--- src/rtl/des_pkg.sv ---
// Shared types for the DES job dispatcher: block/key widths, job record, FSM states.
package des_pkg;

    localparam int DES_BLOCK_W = 64;
    localparam int DES_KEY_W   = 64;

    // One queued job; bit 0 of each field is the MSB (DES numbering).
    typedef struct packed {
        logic [0:DES_BLOCK_W-1] plaintext;
        logic [0:DES_KEY_W-1]   key;
    } des_job_t;

    typedef enum logic [1:0] {
        IDLE      = 2'd0,
        ISSUE     = 2'd1,
        WAIT_ACK  = 2'd2,
        WAIT_DONE = 2'd3
    } disp_state_t;

endpackage

--- src/rtl/des_job_fifo.sv ---
// Register FIFO of DES jobs. Full/empty come from the occupancy count so the
// pointers can wrap naturally at DEPTH (a power of two).
module des_job_fifo
    import des_pkg::*;
#(
    parameter int DEPTH = 4,
    parameter int CNT_W = $clog2(DEPTH) + 1
) (
    input  logic             clk,
    input  logic             reset_n,
    input  logic             push,
    input  des_job_t         push_data,
    input  logic             pop,
    output des_job_t         head,
    output logic             full,
    output logic             empty,
    output logic [CNT_W-1:0] count
);

    localparam int PTR_W = $clog2(DEPTH);

    des_job_t         mem [DEPTH];
    logic [PTR_W-1:0] wr_ptr;
    logic [PTR_W-1:0] rd_ptr;
    logic             push_ok;
    logic             pop_ok;

    assign full    = (count == CNT_W'(DEPTH));
    assign empty   = (count == '0);
    assign push_ok = push && !full;
    assign pop_ok  = pop && !empty;
    assign head    = mem[rd_ptr];

    // Storage is not reset; a zero count makes stale entries unreachable.
    always_ff @(posedge clk) begin
        if (push_ok) begin
            mem[wr_ptr] <= push_data;
        end
    end

    // Pointer and occupancy bookkeeping; push and pop may complete together.
    always_ff @(posedge clk) begin
        if (!reset_n) begin
            wr_ptr <= '0;
            rd_ptr <= '0;
            count  <= '0;
        end else begin
            if (push_ok) begin
                wr_ptr <= wr_ptr + 1'b1;
            end
            if (pop_ok) begin
                rd_ptr <= rd_ptr + 1'b1;
            end
            case ({push_ok, pop_ok})
                2'b10:   count <= count + 1'b1;
                2'b01:   count <= count - 1'b1;
                default: count <= count;
            endcase
        end
    end

endmodule

--- src/rtl/des_job_dispatcher.sv ---
// Issue stage in front of the DES engine: queues jobs and hands them out one at
// a time as a registered single-cycle start strobe with plaintext and key.
//
// state     | meaning
// IDLE      | no job in flight; issue when a job is queued and the engine is idle
// ISSUE     | start strobe and job data are on the outputs this cycle
// WAIT_ACK  | waiting for the engine to raise active
// WAIT_DONE | engine is working; waiting for active to fall
module des_job_dispatcher
    import des_pkg::*;
#(
    parameter int DEPTH = 4,
    parameter int CNT_W = $clog2(DEPTH) + 1
) (
    input  logic                   clk,
    input  logic                   reset_n,
    input  logic                   job_valid_din,
    output logic                   job_ready_dout,
    input  logic [0:DES_BLOCK_W-1] plaintext_din,
    input  logic [0:DES_KEY_W-1]   key_din,
    input  logic                   active_des_engine_din,
    output logic                   start_strobe_dout,
    output logic [0:DES_BLOCK_W-1] plaintext_dout,
    output logic [0:DES_KEY_W-1]   key_dout,
    output logic [CNT_W-1:0]       pending_count_dout
);

    disp_state_t            state_q;
    disp_state_t            state_d;
    des_job_t               head;
    logic                   full;
    logic                   empty;
    logic                   pop;
    logic                   strobe_d;
    logic [0:DES_BLOCK_W-1] plaintext_d;
    logic [0:DES_KEY_W-1]   key_d;

    // No pass-through: a full FIFO refuses a push even when popping.
    assign job_ready_dout = !full;

    des_job_fifo #(
        .DEPTH (DEPTH),
        .CNT_W (CNT_W)
    ) u_fifo (
        .clk       (clk),
        .reset_n   (reset_n),
        .push      (job_valid_din),
        .push_data ({plaintext_din, key_din}),
        .pop       (pop),
        .head      (head),
        .full      (full),
        .empty     (empty),
        .count     (pending_count_dout)
    );

    // Next state, FIFO pop and next output register values.
    always_comb begin
        state_d     = state_q;
        pop         = 1'b0;
        strobe_d    = 1'b0;
        plaintext_d = '0;
        key_d       = '0;
        case (state_q)
            IDLE: begin
                if (!empty && !active_des_engine_din) begin
                    state_d     = ISSUE;
                    pop         = 1'b1;
                    strobe_d    = 1'b1;
                    plaintext_d = head.plaintext;
                    key_d       = head.key;
                end
            end
            ISSUE:     state_d = WAIT_ACK;
            WAIT_ACK:  if (active_des_engine_din)  state_d = WAIT_DONE;
            WAIT_DONE: if (!active_des_engine_din) state_d = IDLE;
            default:   state_d = IDLE;
        endcase
    end

    // FSM state register.
    always_ff @(posedge clk) begin
        if (!reset_n) begin
            state_q <= IDLE;
        end else begin
            state_q <= state_d;
        end
    end

    // Registered engine outputs; data is zero whenever the strobe is low.
    always_ff @(posedge clk) begin
        if (!reset_n) begin
            start_strobe_dout <= 1'b0;
            plaintext_dout    <= '0;
            key_dout          <= '0;
        end else begin
            start_strobe_dout <= strobe_d;
            plaintext_dout    <= plaintext_d;
            key_dout          <= key_d;
        end
    end

endmodule

--- config.mk ---
export PLATFORM = sky130hd
export DESIGN_NAME = des_job_dispatcher
export DESIGN_NICKNAME = d
export VERILOG_FILES = /design/src/rtl/des_pkg.sv /design/src/rtl/des_job_fifo.sv /design/src/rtl/des_job_dispatcher.sv
export SDC_FILE = /design/constraint.sdc
export NUM_CORES = 1
export LEC_CHECK = 0
export CORE_MARGIN = 5
export CORE_UTILIZATION = 50
export CTS_BUF_LIST = sky130_fd_sc_hd__clkbuf_16
export DETAILED_ROUTE_END_ITERATION = 6
export PLACE_DENSITY = 0.72
export SLEW_MARGIN = 25
export SYNTH_ARGS = -nofsm -noshare
export SYNTH_HDL_FRONTEND = slang
export SYNTH_SLANG_ARGS = --single-unit
--- constraint.sdc ---
create_clock -name clk -period 4.79 [get_ports clk]
set_clock_uncertainty 0.15 [all_clocks]
set_input_delay 0.7185 -clock clk [delete_from_list [all_inputs] [get_ports clk]]
set_output_delay 0.7185 -clock clk [all_outputs]
set_load 0.01 [all_outputs]
-- Word-level counts from Yosys, hierarchy flattened
Memory sizes are Yosys's and may differ from the RTL's. A register that Yosys moved wholly into a read port is not among the register bits.
Index checks and enable logic that the tools add are counted.
- register bits: 10
- RAM bits: 512
- input port bits: 132
- output and inout port bits: 133
- logic and storage cells: 40
- memories kept: 1
- $add $sub $neg: 4
- equal/unequal tests: 9
- mux-type cells: 9
- reductions and logical operators: 12
- memory list (name ; words ; width ; rd ports ; clocked after memory_dff ; write ports ; line ; text):
    u_fifo.mem ; 4 ; 128 ; 1 ; 1 ; 1 ; des_job_fifo.sv:22 ; des_job_t mem [DEPTH];
- operators by type and width (kind ; count):
    $pmux 2 s4 ; 1
    $eq 2x2->1 const B ; 3
    $mux 2 ; 3
    $ne 2x2->1 const B ; 3
    $pmux 3 s2 ; 1
    $reduce_and 3->1 ; 2
    $add 2x1->2 const B ; 2
    $eq 2x1->1 const B ; 2
    $logic_not 1->1 ; 4
    $mux 1 ; 4
    $add 3x1->3 const B ; 1
    $eq 3x3->1 const B ; 1
    $logic_and 1x1->1 ; 3
    $logic_not 3->1 ; 1
    $sub 3x1->3 const B ; 1
    $logic_not 2->1 ; 1
    $reduce_bool 2->1 ; 1

-- Longest topological paths before layout
Gate-level depths: netlist (run 1).
- depth after elaboration: 8
- gate-level depth with buffers: 9
- depth with buffers taken out: 9

-- By module
Synthesis (run 1) repeated with hierarchy kept, for this count alone.
- cell total of the unflattened synthesis: 1014
- area, all modules: 22713.0 µm²
- by module, submodules not included (module ; times used ; cells each ; area each (µm²) ; seq. area each (µm²)):
    des_job_fifo ; 1 ; 722 ; 19060.8 ; 15554.9
    des_job_dispatcher ; 1 ; 292 ; 3652.3 ; 2622.5

-- Least setup slack after synthesis (run 1)
No wires, ideal clock.
- path kind: input to register
- from: in job_valid_din
- to: mem u_fifo.mem[0][0] (netlist bit) (enable)
- library setup time: 0.503 ns
- data arrival time: 3.963 ns
- data required time: 4.137 ns
- path slack: 0.174 ns
- stages: 2
- buffers on the path: 1
- cell sequence: buf_1 > and3_1
- cells in the longest elaborated chain, start to end: 3
- ends and longest elaborated chain (what ; line ; text):
    start, declared ; des_job_dispatcher.sv:17 ; input logic job_valid_din,
    $logic_and 1x1->1 ; des_job_fifo.sv:30 ; assign push_ok = push && !full;
    $mux 1 ; des_job_fifo.sv:36 ; if (push_ok) begin
    $mux 1 (implied by the code) ; des_job_fifo.sv:37 ; mem[wr_ptr] <= push_data;
    end, declared ; des_job_fifo.sv:22 ;
Every way passes these cells.

-- Worst setup path in the final report (run 1)
- from: reg u_fifo.count[2]
- to: out job_ready_dout
- cells in the longest elaborated chain, start to end: 2
- ends and longest elaborated chain (what ; line ; text):
    start, declared ; des_job_fifo.sv:17 ; output logic [CNT_W-1:0] count
    start signal, assigned ; des_job_fifo.sv:55 ; 2'b10: count <= count + 1'b1;
    start signal, assigned ; des_job_fifo.sv:56 ; 2'b01: count <= count - 1'b1;
    start signal, assigned ; des_job_fifo.sv:57 ; default: count <= count;
    $eq 3x3->1 ; des_job_fifo.sv:28 ; assign full = (count == CNT_W'(DEPTH));
    $logic_not 1->1 ; des_job_dispatcher.sv:39 ; assign job_ready_dout = !full;
    end, declared ; des_job_dispatcher.sv:18 ; output logic job_ready_dout,
Every way passes these cells.

==> results of run 1 <==
## through the flow
step / hold slack (ns) / area [um^2] / util / total power, mW / setup slack [ns]
CTS: 0.383 / 27900 / 0.628 / 14.0 / 1.86
global route: 0.423 / 27900 / 0.629 / 14.5 / 1.80
floorplan: 0.321 / 22500 / - / 8.44 / 0.174
finish: 0.389 / 27900 / 0.629 / 13.8 / 1.90
detailed placement: 0.375 / 25900 / 0.583 / 9.28 / 1.64
global placement: 0.340 / 25900 / 0.583 / 9.24 / 1.65
## metal layers
| layer | global-route usage | vias to the layer above |
|---|---|---|
| met2 | 0.272 | 327 |
| met4 | 0.0477 | 14 |
| met5 | 0 | - |
| li1 | - | 4622 |
| met3 | 0.0508 | 67 |
| met1 | 0.240 | 5247 |
## final cells by class
type                    count  area [um^2]  share of cell area
flip-flops and latches    650        18100               0.649
clock inverters            50          273             0.00976
multi-input cells         306         4100               0.147
diodes                      2         5.00            0.000179
well taps                 592          741              0.0265
clock buffers              69         1730              0.0618
repair buffers            280         2920               0.105
inverters                   8         30.0             0.00107
## state kept, by name, summed over array words and instances (netlist names)
name / cells
u_fifo.rd_ptr: 2
start_strobe_dout: 1
u_fifo.count: 3
u_fifo.mem: 512
state_q: 2
plaintext_dout: 64
key_dout: 64
u_fifo.wr_ptr: 2
## cells in the final DEF (no fill, tap or decap), types with 2 or more instances in the layout
cell type,count
bufinv_16,2
clkinv_2,15
clkinv_1,12
nand3_1,2
nand2_1,5
inv_1,26
o21ai_0,2
edfxtp_1,512
mux2i_1,2
ha_1,9
clkbuf_16,69
buf_12,11
a21o_1,2
diode_2,2
nor2_1,4
inv_6,2
dfxtp_1,136
a21oi_1,5
mux4_2,128
xor2_1,2
and3_4,4
and2_1,128
or3_1,2
buf_4,4
dfxtp_4,2
clkdlybuf4s50_1,264
## worst max-delay path, stage by stage (launching register included)
cell and delay [ns]:
dfxtp_1 0.39, or3b_1 0.53, clkdlybuf4s50_1 0.54
## worst max-delay path by stage
stage / from / end / slack, ns / depth (start not counted)
floorplan: job_valid_din / u_fifo.mem[0][0] / 0.17 / 2
global placement: active_des_engine_din / u_fifo.count[2] / 1.65 / 8
detailed placement: active_des_engine_din / u_fifo.count[2] / 1.64 / 8
CTS: u_fifo.count[2] / job_ready_dout / 1.86 / 2
global route: u_fifo.count[2] / job_ready_dout / 1.80 / 2
finish: u_fifo.count[2] / job_ready_dout / 1.90 / 2
## cell families after synthesis
| logic type | count (synthesis) | share of synthesized area |
|---|---|---|
| XOR/XNOR | 2 | 0.000778 |
| multiplexers | 131 | 0.129 |
| AO/OA/AOI/OAI | 12 | 0.00334 |
| AND/OR/NAND/NOR | 151 | 0.0414 |
| adder cells (fa/ha/maj) | 10 | 0.00589 |
| buffers and inverters | 53 | 0.0133 |
| flip-flops | 650 | 0.806 |
## power groups by stage
stage                     sequential (mW)  clock [mW]  combinational [mW]
after floorplan                      6.99           0                1.45
after global placement               7.00           0                2.24
after detailed placement             7.02           0                2.26
after CTS                            6.91        4.83                2.26
after global routing                 6.88        5.11                2.48
final                                6.83        4.70                2.29
==> impl_metrics.csv, run 1 <==
group,metric,value,unit
detailed_routing,firstDrtPassIters,5,
pwr,p_clk_frac,0.340,
yosys,synthArstFlopShare,0,
setup_path,reg2reg_depth,9,
pwr,internal_power,10.6,mW
placement,dpl.hpwl,24600,um
placement,numPortBuffers,264,
hold_path,hold_start,"state_q[1]",
clock_network,clockBufferDepth,3,
pwr,swShare,0.232,
die,dieHeight,222,um
yosys,ys_ff_latch,650,
die,start_util,0.507,
timing,rsz0062_at_grt,"no",
setup_path,critPathArrivalTime,2.03,ns
timing,report.final.slew_viol_count,0,
pwr,p_sw,3.21,mW
clock_network,clkTransAtPathRegs,0.06,ns
timing,max_freq,345,MHz
timing,final.period_utilization,0.604,
pwr,powerDensity,495,nW/um^2
hold_path,hold_end,"state_q[1]",
pwr,p_seq_frac,0.494,
status,status,"completed",
pwr,power.share.combinational,0.166,
yosys,synthFlopType,"edfxtp_1",
timing,worst_pin_slew,0.765,ns
yosys,synth_fp_nets,1151,
layout,instances_no_fill,1957,
timing,hold_viol,0,
detailed_routing,vias,10300,
timing,setup_violations,0,
detailed_routing,drc_errors,0,
setup_path,startpoint_type,"register",
layout,final_net_count,1455,
pwr,power.leakage,9.20,nW
layout,drive_gt1_frac,0.178,
timing,setup_tns,0,ns
setup_path,critPathCaptureType,"output port",
clock_network,cts_buffers,67,
detailed_routing,met1_length,18000,um
clock_network,cts_root_buf,"clkbuf_16",
pwr,peakVddDrop,0.350,mV
die,ios,265,
yosys,netlist_instances,1009,
clock_network,post-cts-setup-buffers,0,
detailed_routing,vias_per_cell,5.25,
setup_path,rrSetupSlack,2.19,ns
yosys,synth.most_common_cell,"edfxtp_1",
setup_path,critPathKind,"register to output port",
yosys,syn_area,22500,um^2
detailed_routing,wl_per_cell,21.8,um
setup_path,cp.required,3.92,ns
clock_network,ctsHoldBuffers,0,
global_route,gr-total-overflow,0,
hold_path,worstHoldPathCells,2,
yosys,synth_edf_count,512,
global_route,grt_pass1_vias,10800,
setup_path,rr_startpoint,"state_q[0]",
detailed_routing,wl_met3,3170,um
setup_path,critPathMaxFanout,10,
global_route,grt_max_degree,130,
placement,dpl.cell_count,1835,
layout,nFillCells,3014,
timing,finalCriticalPeriod,2.89,ns
clock_network,clock_latency,0.57,ns
yosys,yosysTopAreaCell,"edfxtp_1",
detailed_routing,routed.top_layer,"met5",
layout,synthToLayoutAreaGrowth,24.1,%
yosys,ys_top_cells_by_area,"edfxtp_1 (68%), mux4_2 (13%), dfxtp_1 (12%)",
yosys,ys_seq_area_frac,0.806,
yosys,synth_common_cells,"edfxtp_1 (512), dfxtp_1 (138), and2_1 (128), mux4_2 (128), clkbuf_1 (18)",
yosys,ys_types,30,
die,rows,77,
clock_network,cts_tree,"built",
global_route,grt_pass1_wl,65600,um
detailed_routing,finalWirelength,42600,um
yosys,syn_avg_cell_area,22.3,um^2
placement,gp_congestion,0.712,
clock_network,clock_sinks,650,
die,die-area,49400,um^2
yosys,ys_warn_count,0,
die,core_area,44400,um^2
global_route,antenna_found_initial,9,
detailed_routing,drtAntennaViolNets,0,
clock_network,cts_resized,0,
detailed_routing,dr_wl_met2,20600,um
global_route,grtUsageTotal,0.173,
clock_network,htreeDepth,3,
timing,slew_headroom,0.490,
setup_path,r2r-end,"u_fifo.count[2]",
detailed_routing,drtIter0Drc,671,
die,die-width,222,um
yosys,netlist.area_leader.share,0.683,
hold_path,min_path_type,"register to register",
job,maxCapViolations,0,
Note: power is estimated with default switching activity, not from simulation.
==> run 2, diff against run 1 <==
==> constraint.sdc (replaced) <==
create_clock -name clk -period 2.35 [get_ports clk]
set_clock_uncertainty 0.15 [all_clocks]
set_input_delay 0.3525 -clock clk [delete_from_list [all_inputs] [get_ports clk]]
set_output_delay 0.3525 -clock clk [all_outputs]
set_load 0.01 [all_outputs]
==> run 2 against run 1 <==
Combinational power is 120% higher. Sequential power is 100% higher. Critical path depth is 6 higher. Non-clock buffer count is 33 higher. Hold slack worse by 0.17 ns. Clock power is 110% higher. Final area is 2.1% higher. Worst setup slack worse by 1.8 ns. Critical path type is now register to register. Critical endpoint is now u_fifo.count[2]. Highest routed layer unchanged.
==> impl_metrics.csv, run 2 (synthesis gave the netlist of run 1 again) <==
group,metric,value,unit
pwr,p_sw,6.67,mW
placement,gp_congestion,0.746,
layout,layout_common_cells,"edfxtp_1 (512), clkdlybuf4s50_1 (263), dfxtp_1 (133), mux4_2 (128), and2_1 (128)",
timing,report.final.slew_viol_count,0,
timing,rsz0062_at_grt,"no",
detailed_routing,drc_errors,0,
global_route,use_met1,0.236,
setup_path,cpPeakStageDelay,0.40,ns
global_route,grt_use_met3,0.0478,
timing,finalCriticalPeriod,2.28,ns
layout,largest_reg_flops,512,
global_route,gr-max-usage-layer,"met2",
global_route,grt_pass1_vias,11000,
setup_path,startpoint_type,"register",
detailed_routing,vias,10400,
setup_path,critPathKind,"register to register",
setup_path,cp_cell_sequence,"or3b_4 > nand2_1 > ha_2 > inv_1 > fa_1 > xor2_1 > or3_1 > a21oi_1",
pwr,peakVddDrop,0.846,mV
status,status,"completed",
detailed_routing,wl_per_cell,21.8,um
hold_path,min_path_type,"input pin to register",
hold_path,hold_start,"key_din[34]",
placement,dpl.cell_count,1868,
detailed_routing,finalWirelength,43300,um
global_route,grt_pass1_wl,66600,um
timing,hold_viol,0,
pwr,powerDensity,1020,nW/um^2
pwr,p_seq_frac,0.482,
clock_network,ctsHoldBuffers,0,
global_route,antenna_found_initial,9,
pwr,p_clk_frac,0.341,
die,rows,77,
layout,drive_gt1_frac,0.204,
global_route,grtUsageTotal,0.175,
detailed_routing,vias_per_cell,5.22,
timing,slew_headroom,0.603,
timing,final.period_utilization,0.970,
pwr,power.leakage,9.42,nW
timing,worst_pin_slew,0.595,ns
layout,final_net_count,1482,
layout,nFillCells,2963,
layout,top_register,"u_fifo.mem",
pwr,swShare,0.230,
placement,numPortBuffers,264,
setup_path,critPathArrivalTime,2.66,ns
setup_path,r2r-end,"u_fifo.count[2]",
setup_path,crit_slowest_cell,"or3b_4",
pwr,internal_power,22.3,mW
setup_path,reg2reg_depth,8,
die,dieHeight,222,um
timing,max_freq,439,MHz
layout,final_common_cell,"edfxtp_1",
clock_network,clock_sinks,650,
clock_network,htreeDepth,2,
placement,dpl.hpwl,26300,um
setup_path,cp.required,2.73,ns
clock_network,clockBufferDepth,3,
detailed_routing,drtIter0Drc,618,
global_route,grt_max_degree,47,
layout,finish.utilization,0.642,
clock_network,clock_latency,0.61,ns
layout,instances_no_fill,1989,
die,ios,265,
setup_path,rrSetupSlack,0.07,ns
layout,synthToLayoutAreaGrowth,26.7,%
die,start_util,0.507,
global_route,grt.met2_usage,0.283,
pwr,power.share.combinational,0.177,
die,die-width,222,um
hold_path,hold_end,"u_fifo.mem[3][29]",
die,die-area,49400,um^2
setup_path,rr_startpoint,"u_fifo.count[0]",
setup_path,critPathCaptureType,"register",
clock_network,clkTransAtPathRegs,0.06,ns
clock_network,cts_root_buf,"clkbuf_16",
die,core_area,44400,um^2
global_route,gr-total-overflow,0,
timing,setup_violations,0,
hold_path,worstHoldPathCells,1,
setup_path,critPathMaxFanout,5,
detailed_routing,firstDrtPassIters,5,
job,maxCapViolations,0,
clock_network,cts_buffers,61,
detailed_routing,drtAntennaViolNets,0,
clock_network,cts_tree,"built",
layout,reg_top3,"u_fifo.mem: 512 flops, key_dout: 64 flops, plaintext_dout: 64 flops",
==> run 2: final cells by class <==
cell class	count	area (um^2)	share of cell area
Sequential cell	650	18200	0.636
Multi-Input combinational cell	306	4130	0.145
Inverter	8	30.0	0.00105
Clock buffer	61	1530	0.0535
Timing Repair Buffer	313	3400	0.119
Antenna cell	5	12.5	0.000439
Tap cell	592	741	0.0260
Clock inverter	54	529	0.0186
==> run 2: worst max path at each step <==
stage          depth (start not counted)             startpoint         endpoint  slack [ns]
4_1_cts                                3        u_fifo.count[0]   job_ready_dout       0.002
3_5_place_dp                           8  active_des_engine_din  u_fifo.count[2]       -0.24
3_3_place_gp                           8  active_des_engine_din  u_fifo.count[2]       -0.19
2_1_floorplan                          9        u_fifo.count[0]  u_fifo.count[2]       0.004
6_report                               8        u_fifo.count[0]  u_fifo.count[2]        0.07
5_1_grt                                8        u_fifo.count[0]  u_fifo.count[2]       0.008
==> run 2: timing repair <==
action                                 4_1_cts  5_1_grt
endpoints found under the hold margin        0        0
setup buffers                                0        1
resized for setup                            4        9
pin swaps                                    0        1
setup endpoints to repair                    2        2
==> run 2: layer usage <==
layer / vias up / part of all wire / wire length (um)
met3: 65 / 0.069 / 2970
met2: 284 / 0.49 / 21400
met1: 5372 / 0.42 / 18000
met5: - / 0.00090 / 39
met4: 6 / 0.020 / 875
li1: 4663 / - / -
==> run 2: stage by stage <==
stage | setup TNS, ns | power [mW] | area (um^2) | hold WS [ns] | worst slack, ns
3_5_place_dp | -0.264 | 19.4 | 26400 | 0.347 | -0.242
5_1_grt | 0 | 30.2 | 28500 | 0.205 | 0.00802
2_1_floorplan | 0 | 17.1 | 22500 | 0.301 | 0.00415
6_report | 0 | 29.0 | 28500 | 0.221 | 0.0712
3_3_place_gp | -0.189 | 19.3 | 26400 | 0.352 | -0.189
4_1_cts | 0 | 29.3 | 28500 | 0.181 | 0.00173
==> run 2: critical path: cells and delay by family, from the launching register on <==
family / cells / cell delay (ns)
and+or+nand+nor: 3 / 0.78
adders and majority gates: 2 / 0.55
DFF: 1 / 0.36
xor gates and xnor gates: 1 / 0.16
AOI/OAI and AO/OA: 1 / 0.15
buffers and inverters: 1 / 0.06
==> run 2: power groups by stage <==
stage / sequential, mW / clock (mW) / combinational, mW
after global routing: 14.0 / 10.7 / 5.54
after global placement: 14.1 / 0 / 5.13
after CTS: 14.0 / 10.2 / 5.20
final: 14.0 / 9.90 / 5.12
after floorplan: 14.2 / 0 / 2.98
after detailed placement: 14.2 / 0 / 5.17
==> run 3, diff against run 2 <==
--- a/config.mk
+++ b/config.mk
@@ -5,6 +5,7 @@
 export SDC_FILE = /design/constraint.sdc
 export NUM_CORES = 1
 export LEC_CHECK = 0
+export CORE_ASPECT_RATIO = 0.75
 export CORE_MARGIN = 5
 export CORE_UTILIZATION = 50
 export CTS_BUF_LIST = sky130_fd_sc_hd__clkbuf_16
==> run 3 against run 2 <==
Power down 3.7%. Core utilization decreased by 1.1 points. Non-clock buffer count down 7. Clock-buffer cell count did not move. Largest power group unchanged.
==> impl_metrics.csv, run 3 (synthesis gave the netlist of run 1 again) <==
group,metric,value,unit
placement,dpl_cell_area,26200,um^2
die,dieHeight,194,um
timing,setup_violations,0,
setup_path,critPathMaxFanout,5,
clock_network,htreeDepth,2,
clock_network,clockBufferDepth,3,
hold_path,worstHoldPathCells,1,
timing,max_freq,445,MHz
die,ios,265,
global_route,grt_pass1_wl,66100,um
pwr,p_sw,6.48,mW
timing,report.final.slew_viol_count,0,
layout,instances_no_fill,1968,
global_route,grtUsageTotal,0.174,
setup_path,startpoint_type,"register",
setup_path,reg2reg_depth,8,
pwr,power.leakage,9.25,nW
die,die-area,49400,um^2
layout,nFillCells,3073,
setup_path,critPathKind,"register to register",
layout,multi_input_area,4120,um^2
layout,top_register,"u_fifo.mem",
layout,reg_top3,"u_fifo.mem: 512 flops, key_dout: 64 flops, plaintext_dout: 64 flops",
placement,dpl.hpwl,26100,um
status,status,"completed",
timing,final.period_utilization,0.957,
setup_path,rrSetupSlack,0.10,ns
detailed_routing,finalWirelength,43300,um
setup_path,critPathCaptureType,"register",
pwr,p_clk_frac,0.322,
global_route,antenna_found_initial,7,
pwr,p_seq_frac,0.499,
pwr,powerDensity,992,nW/um^2
layout,design_area,28100,um^2
job,maxCapViolations,0,
hold_path,min_path_type,"input pin to register",
pwr,power.share.combinational,0.179,
clock_network,ctsHoldBuffers,0,
setup_path,critPathArrivalTime,2.63,ns
setup_path,cp.required,2.73,ns
global_route,gr-total-overflow,0,
timing,worst_pin_slew,0.374,ns
layout,drive_gt1_frac,0.194,
global_route,grt_max_degree,58,
timing,rsz0062_at_grt,"yes",
layout,final_net_count,1472,
timing,slew_headroom,0.750,
detailed_routing,wl_per_cell,22.0,um
layout,final_common_cell,"edfxtp_1",
die,rows,67,
placement,numPortBuffers,264,
layout,layout_common_cells,"edfxtp_1 (512), clkdlybuf4s50_1 (263), dfxtp_1 (132), mux4_2 (128), and2_1 (128)",
clock_network,cts_buffers,58,
layout,largest_reg_flops,512,
clock_network,clock_latency,0.59,ns
clock_network,clkTransAtPathRegs,0.07,ns
clock_network,clock_sinks,650,
pwr,internal_power,21.4,mW
global_route,grt_pass1_vias,11100,
pwr,peakVddDrop,0.565,mV
detailed_routing,drtAntennaViolNets,0,
placement,dpl.cell_count,1854,
die,core_area,44600,um^2
detailed_routing,drc_errors,0,
clock_network,cts_root_buf,"clkbuf_16",
detailed_routing,vias_per_cell,5.30,
placement,gp_congestion,0.739,
clock_network,cts_tree,"built",
pwr,swShare,0.232,
detailed_routing,vias,10400,
layout,regArea,18200,um^2
timing,finalCriticalPeriod,2.25,ns
timing,hold_viol,0,
detailed_routing,drtIter0Drc,737,
layout,synthToLayoutAreaGrowth,24.9,%
die,die-width,255,um
detailed_routing,firstDrtPassIters,4,
die,start_util,0.505,
==> run 3: final cells by class <==
type / count / area share
antenna: 3 / 0.000267
clock buffer: 61 / 0.0543
clock inverter: 48 / 0.0108
inverter: 8 / 0.00107
multi-input combinational: 306 / 0.147
sequential: 650 / 0.645
tap: 586 / 0.0261
timing repair buffer: 306 / 0.116
==> run 3: timing repair <==
action                                  in CTS  in global routing
cloned                                       0                  0
endpoints found under the setup margin       2                  2
resized for setup                            4                 12
pin swaps                                    0                  1
buffers inserted                             0                  2
==> run 3: final timing paths <==
check / startpoint / to
setup / recovery: u_fifo.count[0] / u_fifo.count[2]
hold / removal: key_din[13] / u_fifo.mem[3][50]
setup reg to reg: u_fifo.count[0] / u_fifo.count[2]
hold reg to reg: state_q[1] / state_q[1]
==> run 3: critical path: stages, from the launching register on <==
cell	delay, ns
dfxtp_2	0.35
or3b_4	0.41
nand2_1	0.09
ha_2	0.17
inv_1	0.05
fa_2	0.33
xor2_1	0.16
or3_1	0.33
a21oi_2	0.14
==> run 3: routing by layer <==
| metal | track usage | wire length [um] | vias up | share of wire |
|---|---|---|---|---|
| li1 | - | - | 4651 | - |
| met1 | 0.251 | 18800 | 5393 | 0.43 |
| met2 | 0.271 | 20700 | 303 | 0.48 |
| met3 | 0.0477 | 2970 | 60 | 0.068 |
| met4 | 0.0405 | 704 | 14 | 0.016 |
| met5 | 0 | 105 | - | 0.0024 |
==> run 3: through the flow <==
stage           util  hold WS, ns  setup WS (ns)  setup TNS, ns  total power, mW
6_report       0.631        0.247          0.101              0             27.9
5_1_grt        0.630        0.210       -0.00875       -0.00875             29.2
4_1_cts        0.630        0.194        0.00474              0             28.2
3_5_place_dp   0.588        0.344         -0.256         -0.256             19.2
3_3_place_gp   0.588        0.332         -0.192         -0.192             19.1
2_1_floorplan      -        0.301        0.00415              0             17.1
==> run 3: power groups by stage <==
stage / clock (mW) / combinational [mW] / sequential, mW
after floorplan: 0 / 2.98 / 14.2
after global placement: 0 / 4.99 / 14.1
after detailed placement: 0 / 5.04 / 14.2
after CTS: 9.25 / 5.07 / 13.9
after global routing: 9.76 / 5.42 / 14.0
final: 8.99 / 5.00 / 13.9
